`src/rtl/nibble_serial_comparator.sv`:
```
`timescale 1ns/1ps
`default_nettype none
// ============================================================================
// Module      : nibble_serial_comparator
// Description : Serial magnitude comparator. Compares two W-bit operands
//               (W = 4*NIBBLES) one nibble per clock, LSB nibble first, using
//               a cascaded {eq,gt,lt} state. Optional two's-complement mode
//               flips the sign bit of the MSB nibble before its compare.
//               Latency is fixed: result valid NIBBLES edges after accept.
// Ports       : clk          - clock, rising edge
//               rst_n        - synchronous active-low reset
//               start_valid  - request operands valid
//               start_ready  - block can accept a request (IDLE)
//               a, b         - operands
//               is_signed    - 1 = two's-complement, 0 = unsigned compare
//               res_valid    - result valid (DONE)
//               res_ready    - consumer accepts result
//               res_eq/gt/lt - one-hot compare result (A==B, A>B, A<B)
//               busy         - request in flight or result held
// Revision    : 1.0 - initial release
// ============================================================================
module nibble_serial_comparator #(
    parameter int NIBBLES = 4
) (
    input  logic                   clk,
    input  logic                   rst_n,
    input  logic                   start_valid,
    output logic                   start_ready,
    input  logic [4*NIBBLES-1:0]   a,
    input  logic [4*NIBBLES-1:0]   b,
    input  logic                   is_signed,
    output logic                   res_valid,
    input  logic                   res_ready,
    output logic                   res_eq,
    output logic                   res_gt,
    output logic                   res_lt,
    output logic                   busy
);

    localparam int c_w     = 4 * NIBBLES;
    localparam int c_idx_w = (NIBBLES > 1) ? $clog2(NIBBLES) : 1;
    localparam logic [c_idx_w-1:0] c_last_idx = c_idx_w'(NIBBLES - 1);

    // Cascade encoding {eq, gt, lt}
    localparam logic [2:0] c_cas_eq = 3'b100;
    localparam logic [2:0] c_cas_gt = 3'b010;
    localparam logic [2:0] c_cas_lt = 3'b001;

    typedef enum logic [1:0] {
        S_IDLE = 2'd0,
        S_RUN  = 2'd1,
        S_DONE = 2'd2
    } state_t;

    state_t             state_q, state_d;
    logic [c_w-1:0]     a_q, a_d;
    logic [c_w-1:0]     b_q, b_d;
    logic               signed_q, signed_d;
    logic [c_idx_w-1:0] idx_q, idx_d;
    logic [2:0]         cas_q, cas_d;
    logic [2:0]         res_q, res_d;

    logic               w_last;
    logic               w_flip;
    logic [3:0]         w_nib_a;
    logic [3:0]         w_nib_b;
    logic [2:0]         w_cas_next;

    // Operands are shifted right one nibble per RUN cycle, so the nibble
    // under compare is always in bits [3:0].
    assign w_last  = (idx_q == c_last_idx);
    // Flipping bit 3 of both MSB nibbles maps two's-complement order onto
    // unsigned order for that nibble.
    assign w_flip  = signed_q & w_last;
    assign w_nib_a = a_q[3:0] ^ {w_flip, 3'b000};
    assign w_nib_b = b_q[3:0] ^ {w_flip, 3'b000};

    // A more significant nibble that differs overrides the lower decision;
    // equal nibbles carry the lower decision through.
    always_comb begin
        w_cas_next = cas_q;
        if (w_nib_a > w_nib_b) begin
            w_cas_next = c_cas_gt;
        end else if (w_nib_a < w_nib_b) begin
            w_cas_next = c_cas_lt;
        end
    end

    always_comb begin
        state_d  = state_q;
        a_d      = a_q;
        b_d      = b_q;
        signed_d = signed_q;
        idx_d    = idx_q;
        cas_d    = cas_q;
        res_d    = res_q;
        case (state_q)
            S_IDLE: begin
                if (start_valid) begin
                    a_d      = a;
                    b_d      = b;
                    signed_d = is_signed;
                    idx_d    = '0;
                    cas_d    = c_cas_eq;
                    state_d  = S_RUN;
                end
            end
            S_RUN: begin
                a_d   = a_q >> 4;
                b_d   = b_q >> 4;
                cas_d = w_cas_next;
                if (w_last) begin
                    res_d   = w_cas_next;
                    idx_d   = '0;
                    state_d = S_DONE;
                end else begin
                    idx_d = idx_q + 1'b1;
                end
            end
            S_DONE: begin
                // start_valid deliberately ignored here, even with res_ready.
                if (res_ready) begin
                    state_d = S_IDLE;
                end
            end
            default: begin
                state_d = S_IDLE;
            end
        endcase
    end

    always_ff @(posedge clk) begin
        if (!rst_n) begin
            state_q <= S_IDLE;
        end else begin
            state_q <= state_d;
        end
    end

    always_ff @(posedge clk) begin
        if (!rst_n) begin
            a_q      <= '0;
            b_q      <= '0;
            signed_q <= 1'b0;
            idx_q    <= '0;
            cas_q    <= c_cas_eq;
            res_q    <= 3'b000;
        end else begin
            a_q      <= a_d;
            b_q      <= b_d;
            signed_q <= signed_d;
            idx_q    <= idx_d;
            cas_q    <= cas_d;
            res_q    <= res_d;
        end
    end

    assign start_ready = (state_q == S_IDLE);
    assign busy        = (state_q != S_IDLE);
    assign res_valid   = (state_q == S_DONE);
    assign res_eq      = res_q[2];
    assign res_gt      = res_q[1];
    assign res_lt      = res_q[0];

endmodule
`default_nettype wire

```
`config.mk`:
```
export PLATFORM = sky130hd
export DESIGN_NAME = nibble_serial_comparator
export DESIGN_NICKNAME = d
export VERILOG_FILES = /design/src/rtl/nibble_serial_comparator.sv
export SDC_FILE = /design/constraint.sdc
export NUM_CORES = 1
export LEC_CHECK = 0
export CORE_ASPECT_RATIO = 0.5
export CORE_MARGIN = 4
export CORE_UTILIZATION = 35
export DETAILED_ROUTE_END_ITERATION = 8
export GPL_TIMING_DRIVEN = 0
export PLACE_DENSITY = 0.56
export SETUP_SLACK_MARGIN = 0.5
export SLEW_MARGIN = 20
export SYNTH_ARGS = -nofsm -noshare
export SYNTH_HDL_FRONTEND = slang
export SYNTH_SLANG_ARGS = --single-unit
```
`constraint.sdc`:
```
create_clock -name clk -period 2 [get_ports clk]
set_input_delay 0.4 -clock clk [delete_from_list [all_inputs] [get_ports clk]]
set_output_delay 0.4 -clock clk [all_outputs]
set_load 0.02 [all_outputs]
```
-- After elaboration in Yosys (flattened, before gate mapping)
Cells that the tools add are included.
- eq/ne operators: 6
- add/sub/neg operators: 1
- magnitude comparators: 2
- multiplexer cells: 15
- bitwise gates (word level): 3
- reductions and logical operators: 7
- operators with widths (kind ; count):
    case mux 16 bit (2 select lines) ; 2
    2-to-1 mux 16 bit ; 2
    2-to-1 mux 2 bit ; 5
    2-to-1 mux 3 bit ; 3
    XOR 4 bit ; 2
    case mux 2 bit (3 select lines) ; 1
    case mux 3 bit (2 select lines) ; 1
    AND reduction 2 bit ; 3
    equality test 2 bit, second input constant ; 2
    > comparator 4 bit ; 1
    less-than comparator 4 bit ; 1
    != test 2 bit, second input constant ; 2
    case mux 2 bit (2 select lines) ; 1
    nonzero test 2 bit ; 2
    AND reduction 3 bit ; 1
    adder 2 x 1 -> 2 bit, second input constant ; 1
    equality test 2 x 1 -> 1 bit, second input constant ; 1
    zero test 2 bit ; 1
    != test 2 x 1 -> 1 bit, second input constant ; 1
    AND 1 bit ; 1
- flip-flop bits (word level): 43
- bits of input ports: 37
- logic and storage cells: 41
- output and inout bits: 6

-- Logic depth before layout (Yosys ltp)
- depth in word-level cells: 7
- mapped depth: 7
- gate-level depth less buffers: 7

-- Worst setup path after synthesis
OpenSTA, ideal clock, no wires.
- path kind: flip-flop to flip-flop
- from: reg b_q[1]
- to: reg res_q[0]
- arrival: 1.444 ns
- setup slack: 0.437 ns
- required time: 1.881 ns
- clock period less this slack: 1.563 ns
- library setup time: 0.119 ns
- stages on the path, launching flop included: 8
- cell sequence: dfxtp_1 > inv_1 > ha_1 > nor2b_4 > o21ai_2 > a311oi_2 > nor2_1 > o221a_2
- word-level cells in the longest chain between the ends: 4
- RTL lines (item ; RTL line ; source):
    from (decl) ; 57 ; logic [c_w-1:0] b_q, b_d;
    from (signal assigned) ; 143 ; b_q <= '0;
    from (signal assigned) ; 150 ; b_q <= b_d;
    XOR 4 bit * ; 76 ; assign w_nib_b = b_q[3:0] ^ {w_flip, 3'b000};
    less-than comparator 4 bit ; 84 ; end else if (w_nib_a < w_nib_b) begin
    2-to-1 mux 3 bit ; 84 ;
    2-to-1 mux 3 bit * ; 82 ; if (w_nib_a > w_nib_b) begin
    to (signal assigned) ; 154 ; res_q <= res_d;
    to (decl) ; 61 ; logic [2:0] res_q, res_d;
Mark *: on every way between the ends. The rest lies on a longest branch, timed or not.
A chain may end at the register's enable or synchronous reset.

-- Worst setup path in the final report
Ends and elaborated chain as after synthesis.

==> flow_metrics.env <==
export IMPL_synth_ff_type="dfxtp_1"
export IMPL_final_hold_viol_count=0
export IMPL_clockRootBuffer="clkbuf_16"
export IMPL_p_clk_frac=0.427
export IMPL_vdd_drop_max_mv=0.466
export IMPL_mappedNetlistArea_sq_mm=0.00202
export IMPL_relSlewSlack=0.623
export IMPL_synth_edff_count=0
export IMPL_routed_wl_mm=5.36
export IMPL_p_sw_w=0.000602
export IMPL_ys_seq_area_frac=0.425
export IMPL_fillers=553
export IMPL_synth_area_leaders="dfxtp_1, o211a_1, nand2_1"
export IMPL_cts_sinks=43
export IMPL_synthArstFlopShare=0
export IMPL_pwr_share_comb=0.179
export IMPL_drt_iter0_markers=80
export IMPL_place_gp_congestion=0.769
export IMPL_worstSetupPathType="flop to flop"
export IMPL_grt_total_usage=0.161
export IMPL_layout_common_cells="nand2_1, dfxtp_1, clkdlybuf4s50_1"
export IMPL_syn2layout_area_growth_pct=35.2
export IMPL_nets=330
export IMPL_grt_pass1_vias=1755
export IMPL_syn_inst=239
export IMPL_ys_types=37
export IMPL_synth_top_area_share=0.425
export IMPL_hpwlAfterDp_mm=3.95
export IMPL_yosys_register_bits=43
export IMPL_grt_pass1_wl_mm=8.78
export IMPL_drt_antenna_violating_nets=0
export IMPL_multiInputGateArea_sq_mm=0.00105
export IMPL_mostFrequentLayoutCell="nand2_1"
export IMPL_cts_buffer_depth=2
export IMPL_worstPathArrival_ps=1780
export IMPL_die_w_um=116
export IMPL_synth_largest_area_cell="dfxtp_1"
export IMPL_finClkSkew_ps=2.54
export IMPL_hold_class="flop to flop"
export IMPL_worstMarginPinSlew_ps=566
export IMPL_start_util=0.365
export IMPL_yosysWarnings=0
export IMPL_firstDrtPassIters=4
export IMPL_place_port_buffers=41
export IMPL_std_cell_rows=19
export IMPL_via_per_inst=5.03
export IMPL_ctsHoldBuffers=0
export IMPL_finalSetupViolations=0
export IMPL_maxCapViolCount=0
export IMPL_internal_power_w=0.00186
export IMPL_regArea_sq_um=862
export IMPL_htreeDepth=2
export IMPL_clk_pin_slew_ps=60
export IMPL_wl_per_cell_um=14.8
export IMPL_fin_setup_tns_ps=0
export IMPL_end_kind="flop"
export IMPL_slew_violations=0
export IMPL_cts_tree="built"
export IMPL_rsz0062_at_grt="true"
export IMPL_syn_num_nets=280
export IMPL_die_area_sq_mm=0.00713
export IMPL_core_area_sq_mm=0.00554
export IMPL_grt_max_degree=14
export IMPL_drive_gt1_frac=0.128
export IMPL_overflow=0
export IMPL_die_h_um=61.8
export IMPL_syn_area_per_cell_sq_um=8.47
export IMPL_drc_errors=0
export IMPL_num_vias=1827
export IMPL_clock_fmax_ghz=0.623
export IMPL_p_sw_frac=0.245
export IMPL_io_pins=43
export IMPL_clock_latency_ps=280
export IMPL_cellLeakagePower_nw=1.28
export IMPL_fin_util=0.494
export IMPL_n_antenna_cell=0
export IMPL_antenna_found_initial=0
export IMPL_power_w=0.00246
export IMPL_crit_required_ps=2180
export IMPL_cts_made_buffers=5
export IMPL_crit_fanout=3
export IMPL_startpoint_type="flop"
export IMPL_seqPwrFrac=0.393
export IMPL_period_share=0.802
export IMPL_status="finished, final reports clean"
export IMPL_period_minus_slack_ps=1600
export IMPL_power_density_mw_per_mm2=900
cell type report:
| type | count | area share |
|---|---|---|
| Clock buffer | 6 | 0.0471 |
| Clock inverter | 2 | 0.0220 |
| Timing Repair Buffer | 43 | 0.149 |
| Tap cell | 73 | 0.0334 |
| Sequential cell | 43 | 0.315 |
| Inverter | 7 | 0.00961 |
| Buffer | 19 | 0.0384 |
| Multi-Input combinational cell | 170 | 0.386 |
synth_stat cells (2+ instances only):
library cell / number
o21a_1: 2
inv_1: 7
a31oi_1: 2
o21ai_0: 4
ha_1: 4
dfxtp_1: 43
nor2b_1: 3
a21oi_1: 2
o211ai_1: 4
a21boi_0: 9
nor2_1: 4
nand3_1: 33
and2_1: 2
buf_2: 9
clkbuf_1: 8
nand2_1: 59
o211a_1: 24
cell families (layout without fill, tap and decap cells):
family                     count (synthesis)  count (layout)  synth area share
muxes                                      1               1           0.00557
buffers and inverters                     26              77            0.0594
AOI/OAI and AO/OA                         53              53             0.224
adders and majority gates                  4               4            0.0247
xor gates and xnor gates                   1               1           0.00433
and+or+nand+nor                          111             111             0.257
DFF                                       43              43             0.425
routing by layer:
| layer | share of wire | wire (um) | vias up | GRT usage |
|---|---|---|---|---|
| li1 | - | - | 927 | - |
| met1 | 0.50 | 2650 | 859 | 0.224 |
| met2 | 0.45 | 2390 | 37 | 0.262 |
| met3 | 0.050 | 270 | 4 | 0.0329 |
| met4 | 0.0078 | 42 | 0 | 0.0351 |
| met5 | 0 | 0 | - | 0 |
flip-flops by register name (all words and copies together) (netlist names):
register / flops
b_q: 16
signed_q: 1
idx_q: 2
a_q: 16
state_q: 2
cas_q: 3
res_q: 3
path summary, 6_finish.rpt:
kind | from | endpoint | cells past startpoint | slack (ps)
max | b_q[1] | res_q[0] | 7 | 400
min | res_q[2] | res_q[2] | 2 | 460
max reg2reg | b_q[1] | res_q[0] | 7 | 400
min reg2reg | res_q[2] | res_q[2] | 2 | 460
stage by stage:
step                worst slack (ps)  hold WS [ps]  instance area [sq um]  std cells
floorplan                        464           447                   2020        239
global placement                 221           459                   2520        353
detailed placement               182           463                   2520        353
CTS                              380           463                   2730        362
global route                     315           507                   2740        363
finish                           396           458                   2740        363
power groups by stage:
stage	Clock, W	Sequential [W]	Combinational, W
after global routing	0.00111	0.000976	0.000492
final	0.00105	0.000968	0.000441
after floorplan	0	0.000973	0.000280
after detailed placement	0	0.000985	0.000430
after global placement	0	0.000984	0.000423
after CTS	0.00107	0.000968	0.000439
worst max-delay path, stage by stage, from the launching register on:
cell and delay [ps]:
dfxtp_2 320, inv_2 40, ha_4 260, nor2b_4 130, o21ai_2 70, a311oi_2 330, nor2_1 110, o221a_2 230
timing repair:
item                                    CTS  global route
buffers inserted                          1             1
resized for setup                        13            11
pin swaps                                 6             4
endpoints found under the hold margin     0             0
endpoints found under the setup margin   12            27
Power figures use the tool's default switching activity.
